--- src/rtl/count_ctrl_pkg.sv ---
// -----------------------------------------------------------------------------
// count_ctrl_pkg
//
// Shared definitions for the LED counter run/direction sequencer:
//   - state_e : sequencer state encoding (PAUSED / RUN_UP / RUN_DOWN)
//   - mode_e  : counting mode (MANUAL / BOUNCE)
//   - DB_CYCLES_DEFAULT : default debounce stability window (5 ms at 10 MHz)
//   - run_state() : maps a direction bit onto the matching RUN_* state
// -----------------------------------------------------------------------------
package count_ctrl_pkg;

    typedef enum logic [1:0] {
        PAUSED   = 2'd0,
        RUN_UP   = 2'd1,
        RUN_DOWN = 2'd2
    } state_e;

    typedef enum logic {
        MANUAL = 1'b0,
        BOUNCE = 1'b1
    } mode_e;

    localparam int DB_CYCLES_DEFAULT = 50000;

    // 1 = up, 0 = down
    function automatic state_e run_state(input logic up);
        return up ? RUN_UP : RUN_DOWN;
    endfunction

endpackage

--- src/rtl/debounce.sv ---
// -----------------------------------------------------------------------------
// debounce
//
// Two-flop synchroniser followed by a stability-counter debouncer and a
// rising-edge press detector for one raw board input.
//
// Parameters:
//   DB_CYCLES : consecutive cycles the synchronised input must differ from the
//               current debounced level before that level changes.
// Ports:
//   clk    in  : system clock
//   rst    in  : asynchronous reset, active low
//   raw_in in  : raw switch / button
//   level  out : debounced level (registered)
//   press  out : one-cycle pulse, registered, in the cycle the debounced
//                level rises
// Latency: raw edge to level/press change is 2 + DB_CYCLES clock edges.
// -----------------------------------------------------------------------------
module debounce
    import count_ctrl_pkg::*;
#(
    parameter int DB_CYCLES = DB_CYCLES_DEFAULT
) (
    input  logic clk,
    input  logic rst,
    input  logic raw_in,
    output logic level,
    output logic press
);

    // Counter only ever needs to reach DB_CYCLES-1; +1 keeps width >= 1.
    localparam int                CNT_W    = $clog2(DB_CYCLES + 1);
    localparam logic [CNT_W-1:0]  CNT_LAST = CNT_W'(DB_CYCLES - 1);

    logic             sync1_q, sync1_d;
    logic             sync2_q, sync2_d;
    logic             level_q, level_d;
    logic             press_q, press_d;
    logic [CNT_W-1:0] cnt_q,   cnt_d;

    always_comb begin
        sync1_d = raw_in;
        sync2_d = sync1_q;
        level_d = level_q;
        press_d = 1'b0;
        cnt_d   = '0;
        // Any cycle where the input agrees with the current level restarts
        // the stability window, so short glitches never get through.
        if (sync2_q != level_q) begin
            if (cnt_q == CNT_LAST) begin
                level_d = sync2_q;
                press_d = sync2_q;
            end else begin
                cnt_d = cnt_q + CNT_W'(1);
            end
        end
    end

    always_ff @(posedge clk or negedge rst) begin
        if (!rst) begin
            sync1_q <= 1'b0;
            sync2_q <= 1'b0;
            level_q <= 1'b0;
            press_q <= 1'b0;
            cnt_q   <= '0;
        end else begin
            sync1_q <= sync1_d;
            sync2_q <= sync2_d;
            level_q <= level_d;
            press_q <= press_d;
            cnt_q   <= cnt_d;
        end
    end

    assign level = level_q;
    assign press = press_q;

endmodule

--- src/rtl/count_ctrl.sv ---
// -----------------------------------------------------------------------------
// count_ctrl
//
// Run/pause and direction sequencer for the LED counter. Converts divider
// ticks into gated do_count pulses, chooses the step direction, and offers a
// run/pause button plus an optional ping-pong (BOUNCE) mode.
//
// Build option:
//   COUNT_CTRL_BOUNCE_EN : when defined, BOUNCE mode and the btn_mode path are
//                          built. When undefined, btn_mode is ignored, its
//                          debouncer is absent, mode_bounce is 0 and the block
//                          runs MANUAL only.
//
// Parameters:
//   DB_CYCLES : debounce stability window in cycles
//   WIDTH     : counter width
// Ports:
//   clk         in  : system clock
//   rst         in  : asynchronous reset, active low
//   tick        in  : one-cycle pulse from the divider
//   sw_dir      in  : raw direction switch, 1 = up
//   btn_run     in  : raw run/pause button, 1 = pressed
//   btn_mode    in  : raw mode button, 1 = pressed
//   count       in  : current counter value (feedback)
//   do_count    out : step pulse to the counter (cycle after the tick)
//   increment   out : step direction, 1 = up; holds between steps
//   running     out : 1 unless PAUSED
//   mode_bounce out : 1 while BOUNCE mode is active
// -----------------------------------------------------------------------------
module count_ctrl
    import count_ctrl_pkg::*;
#(
    parameter int DB_CYCLES = DB_CYCLES_DEFAULT,
    parameter int WIDTH     = 8
) (
    input  logic             clk,
    input  logic             rst,
    input  logic             tick,
    input  logic             sw_dir,
    input  logic             btn_run,
    input  logic             btn_mode,
    input  logic [WIDTH-1:0] count,
    output logic             do_count,
    output logic             increment,
    output logic             running,
    output logic             mode_bounce
);

    // ------------------------------------------------------------------
    // Input conditioning
    // ------------------------------------------------------------------
    logic dir_level;
    logic dir_press_unused;
    logic run_press;
    logic run_level_unused;
    logic mode_press;
    logic at_max;
    logic at_zero;

    debounce #(.DB_CYCLES(DB_CYCLES)) u_db_dir (
        .clk    (clk),
        .rst    (rst),
        .raw_in (sw_dir),
        .level  (dir_level),
        .press  (dir_press_unused)
    );

    debounce #(.DB_CYCLES(DB_CYCLES)) u_db_run (
        .clk    (clk),
        .rst    (rst),
        .raw_in (btn_run),
        .level  (run_level_unused),
        .press  (run_press)
    );

`ifdef COUNT_CTRL_BOUNCE_EN
    logic mode_level_unused;

    debounce #(.DB_CYCLES(DB_CYCLES)) u_db_mode (
        .clk    (clk),
        .rst    (rst),
        .raw_in (btn_mode),
        .level  (mode_level_unused),
        .press  (mode_press)
    );

    // End-of-range detection for the bounce reversal.
    assign at_max  = &count;
    assign at_zero = ~|count;
`else
    // MANUAL-only build: mode button and counter feedback have no function.
    logic inputs_unused;
    assign inputs_unused = ^{btn_mode, count};
    assign mode_press    = 1'b0;
    assign at_max        = 1'b0;
    assign at_zero       = 1'b0;
`endif

    // ------------------------------------------------------------------
    // Sequencer state
    // ------------------------------------------------------------------
    state_e state_q,   state_d;
    mode_e  mode_q,    mode_d;
    logic   last_up_q, last_up_d;       // direction to resume with in BOUNCE
    logic   do_count_q,  do_count_d;
    logic   increment_q, increment_d;
    logic   running_q,   running_d;
    logic   step_up;

    always_comb begin
        state_d     = state_q;
        mode_d      = mode_q;
        last_up_d   = last_up_q;
        do_count_d  = 1'b0;
        increment_d = increment_q;
        step_up     = (state_q == RUN_UP);

        // Bounce reversal is decided on the count sampled in the tick cycle,
        // so the step issued at an end stop already heads back inwards.
        if (mode_q == BOUNCE) begin
            if (state_q == RUN_UP && at_max) begin
                step_up = 1'b0;
            end else if (state_q == RUN_DOWN && at_zero) begin
                step_up = 1'b1;
            end
        end

        // A run press in the tick cycle swallows the step either way.
        if (tick && !run_press && state_q != PAUSED) begin
            do_count_d  = 1'b1;
            increment_d = step_up;
            if (mode_q == BOUNCE) begin
                state_d = run_state(step_up);
            end
        end

        // Mode decisions below use mode_q, so a mode press in this cycle
        // only takes effect from the next one.
        if (run_press) begin
            if (state_q == PAUSED) begin
                state_d = run_state((mode_q == BOUNCE) ? last_up_q : dir_level);
            end else begin
                state_d = PAUSED;
            end
        end else if (state_q != PAUSED && mode_q == MANUAL) begin
            // In MANUAL the running direction simply tracks the switch; this
            // also re-derives it the cycle after leaving BOUNCE.
            state_d = run_state(dir_level);
        end

        if (state_d != PAUSED) begin
            last_up_d = (state_d == RUN_UP);
        end

        if (mode_press) begin
            mode_d = (mode_q == MANUAL) ? BOUNCE : MANUAL;
        end

        running_d = (state_d != PAUSED);
    end

    always_ff @(posedge clk or negedge rst) begin
        if (!rst) begin
            state_q     <= PAUSED;
            mode_q      <= MANUAL;
            last_up_q   <= 1'b1;
            do_count_q  <= 1'b0;
            increment_q <= 1'b1;
            running_q   <= 1'b0;
        end else begin
            state_q     <= state_d;
            mode_q      <= mode_d;
            last_up_q   <= last_up_d;
            do_count_q  <= do_count_d;
            increment_q <= increment_d;
            running_q   <= running_d;
        end
    end

    assign do_count  = do_count_q;
    assign increment = increment_q;
    assign running   = running_q;

`ifdef COUNT_CTRL_BOUNCE_EN
    assign mode_bounce = (mode_q == BOUNCE);
`else
    assign mode_bounce = 1'b0;
`endif

endmodule

--- config.mk ---
export PLATFORM = sky130hd
export DESIGN_NAME = count_ctrl
export DESIGN_NICKNAME = d
export VERILOG_FILES = /design/src/rtl/count_ctrl_pkg.sv /design/src/rtl/debounce.sv /design/src/rtl/count_ctrl.sv
export SDC_FILE = /design/constraint.sdc
export NUM_CORES = 1
export LEC_CHECK = 0
export ABC_CLOCK_PERIOD_IN_PS = 1800
export CORE_UTILIZATION = 53
export CTS_BUF_LIST = sky130_fd_sc_hd__clkbuf_8
export DETAILED_ROUTE_END_ITERATION = 10
export PLACE_DENSITY = 0.8
export SETUP_SLACK_MARGIN = 0.15
export SLEW_MARGIN = 20
export SYNTH_ARGS = -nofsm -noshare
export SYNTH_HDL_FRONTEND = slang
export SYNTH_SLANG_ARGS = --single-unit
--- constraint.sdc ---
create_clock -name clk -period 1.8 [get_ports clk]
set_input_delay 0.27 -clock clk [delete_from_list [all_inputs] [get_ports clk]]
set_output_delay 0.27 -clock clk [all_outputs]
set_load 0.02 [all_outputs]
==> impl_metrics.toml <==
[synth]
yosysTopAreaCell = "dfrtp_1"
syn_area_um2 = 1970
postSynthAreaPerCell_um2 = 10.7
ys_seq_area_share_pct = 56.0
synthTopCellsByArea = "dfrtp_1, xnor2_1, nor2_1, nor4_1, nand3_1"
synth_nets = 200
synth.distinct_cells = 29
synth_cells = 184
yosysWarnings = 0
synth-seq-cells = 44
synth_top_area_share_pct = 54.7

[clock_tree]
htree_levels = 2
path_clk_slew_ns = 0.08
cts_hold_buffers = 0
cts_sinks = 44
cts_buffers = 5
cts-root-buf = "clkbuf_8"
clock_latency_ns = 0.30
cts_tree = "yes"
cts_buffer_depth = 2

[worst_setup_path]
reg2regPathDepth = 4
crit_type = "register to register"
cp_slowest_cell = "or4_4"
arrival_ns = 1.85
start_kind = "register"
crit_buf_inv = 0
cp_top_family = "simple AND/OR/NAND/NOR gates"
rr_startpoint = "u_db_dir.cnt_q[13]$_DFF_PN0_"
cp-end-kind = "register"
cpPeakStageDelay_ns = 0.56
reg2reg_to = "u_db_dir.level$_DFFE_PN0P_"
ff2ff_setup_slack_ns = 0.13
cp_data_required_time_ns = 1.98
path_cells = "nor2_1 > nand4_1 > or4_4 > mux2_4"
cp.depth = 4
cp_max_fo = 3

[timing]
min_period_ns = 1.67
skew_ns = 0.0122
hold_viol_final = 0
rsz0062_at_grt = "true"
finalSetupViolCount = 0
relSlewSlack_pct = 64.7
fin_hold_ws_ns = 0.0305
worst_slew_pin_slew_ns = 0.530
period_share_pct = 92.5
fmax_ghz = 0.600
final_max_slew_viol_count = 0
setup_tns_ns = 0

[routing]
routed_wl_mm = 3.82
drtAntennaViolNets = 0
vias = 1457
drtIter0Drc = 90
dr.pass1.iters = 4
drc = 0
avgViaCountPerCell = 5.58
wire_per_inst_um = 14.6

[floorplan]
die-area_um2 = 3960
io_pins = 18
dieWidth_um = 62.9
die_h_um = 62.9
start_util_pct = 57.2
core_um2 = 3440
rows = 21

[place]
io_buffers = 7
dp_cells = 241
gp_congestion = 0.883
dp_hpwl_mm = 2.47
placed_cell_area_um2 = 2140

[final_layout]
final_cells = 261
area_growth_syn_to_layout_pct = 21.5
finalInstanceArea_um2 = 2390
final_nets = 230
final_common_cell = "dfrtp_1"
biggestRegsByFlops = "u_db_dir.cnt_q (16), u_db_run.cnt_q (16), state_q (2)"
drive_above_1_share_pct = 20.0
final_cell_mix = "dfrtp_1, nor2_1, xnor2_1, buf_4, nand3_1"
antenna_cells = 0

[global_routing]
grt_overflow = 0
antenna_found_initial = 0
grt_pass1_wl_mm = 6.53
track_usage_pct = 21.6
grt_max_degree = 45
grt_pass1_vias = 1490

[power]
p_total_mw = 1.83
seqPwrFrac_pct = 55.6
pwr-share-comb_pct = 4.6
p_per_area_nw_per_um2 = 767
clockPowerShare_pct = 39.8
power.share.switching_pct = 21.1
irDropWorstVdd_v = 0.000652
p_leak_nw = 1.00
p_sw_uw = 387
internal-power_mw = 1.45

[outcome]
status = "complete, no violations"

[flow_run]
drv_cap = 0

[worst_hold_path]
holdCritPathClass = "input port to async pin"
==> per-layer routing <==
metal,vias up,wire length [um],global-route usage [%]
met1,730,1610,25.7
met2,38,1960,35.8
met4,0,68,9.59
met3,9,180,6.57
met5,-,0,0
li1,680,-,-
==> Yosys cell counts, drive strengths merged <==
library cell  number
nor2              38
mux2               2
dfstp              1
nor4bb             1
ha                 2
and4b              1
and2               1
nor4               9
buf                2
xnor2             26
or3                1
nand4              8
nor3b              1
nor2b              4
conb               1
a21oi              2
inv                6
nand3             11
xor2               5
and3               3
nand2              6
clkbuf             1
nor3               7
dfrtp             43
o41ai              1
or4                1
==> what timing repair did <==
item                       in CTS  in global routing
setup buffers                   6                  5
setup endpoints to repair      13                 28
gates cloned                    0                  1
pin swaps                       0                  5
gates resized for setup         2                 10
==> through the flow <==
stage	setup slack, ns	util, %
after floorplan	0.154	-
after global routing	0.0591	69.5
final	0.135	69.5
after detailed placement	0.111	62.2
after global placement	0.140	62.2
after CTS	0.154	66.6
==> power groups by stage <==
| stage | logic, mW | clock network, mW | registers [mW] |
|---|---|---|---|
| 2_1_floorplan | 0.0337 | 0 | 1.03 |
| 3_3_place_gp | 0.0680 | 0 | 1.04 |
| 3_5_place_dp | 0.0716 | 0 | 1.04 |
| 4_1_cts | 0.0756 | 0.741 | 1.02 |
| 5_1_grt | 0.0955 | 0.782 | 1.02 |
| 6_report | 0.0843 | 0.729 | 1.02 |
==> layout make-up <==
| type | count | area [um2] |
|---|---|---|
| clock buffers | 5 | 68.8 |
| clock inverters | 3 | 38.8 |
| fillers | 240 | 1050 |
| inverters | 6 | 22.5 |
| multi-input cells | 131 | 891 |
| flip-flops and latches | 44 | 1100 |
| well taps | 46 | 57.6 |
| repair buffers | 26 | 210 |
==> worst max-delay path by stage <==
stage	startpoint	end	slack, ns
after floorplan	u_db_dir.cnt_q[11]$_DFF_PN0_	u_db_dir.cnt_q[10]$_DFF_PN0_	0.15
after global placement	u_db_dir.cnt_q[11]$_DFF_PN0_	u_db_dir.level$_DFFE_PN0P_	0.14
after detailed placement	u_db_dir.cnt_q[0]$_DFF_PN0_	u_db_dir.level$_DFFE_PN0P_	0.11
after CTS	u_db_dir.cnt_q[10]$_DFF_PN0_	u_db_dir.level$_DFFE_PN0P_	0.15
after global routing	u_db_dir.cnt_q[5]$_DFF_PN0_	u_db_dir.level$_DFFE_PN0P_	0.06
final	u_db_dir.cnt_q[13]$_DFF_PN0_	u_db_dir.level$_DFFE_PN0P_	0.13
==> cells by family after synthesis <==
group                      count (synthesis)  synth area share, %
AOI/OAI and AO/OA                          3                 1.91
xor gates and xnor gates                  31                 13.8
adders and majority gates                  2                 1.27
buffers and inverters                      9                 1.97
DFF                                       44                 56.0
muxes                                      2                 1.33
other                                      1                0.191
and+or+nand+nor                           92                 23.5
Power figures use the tool's default switching activity.
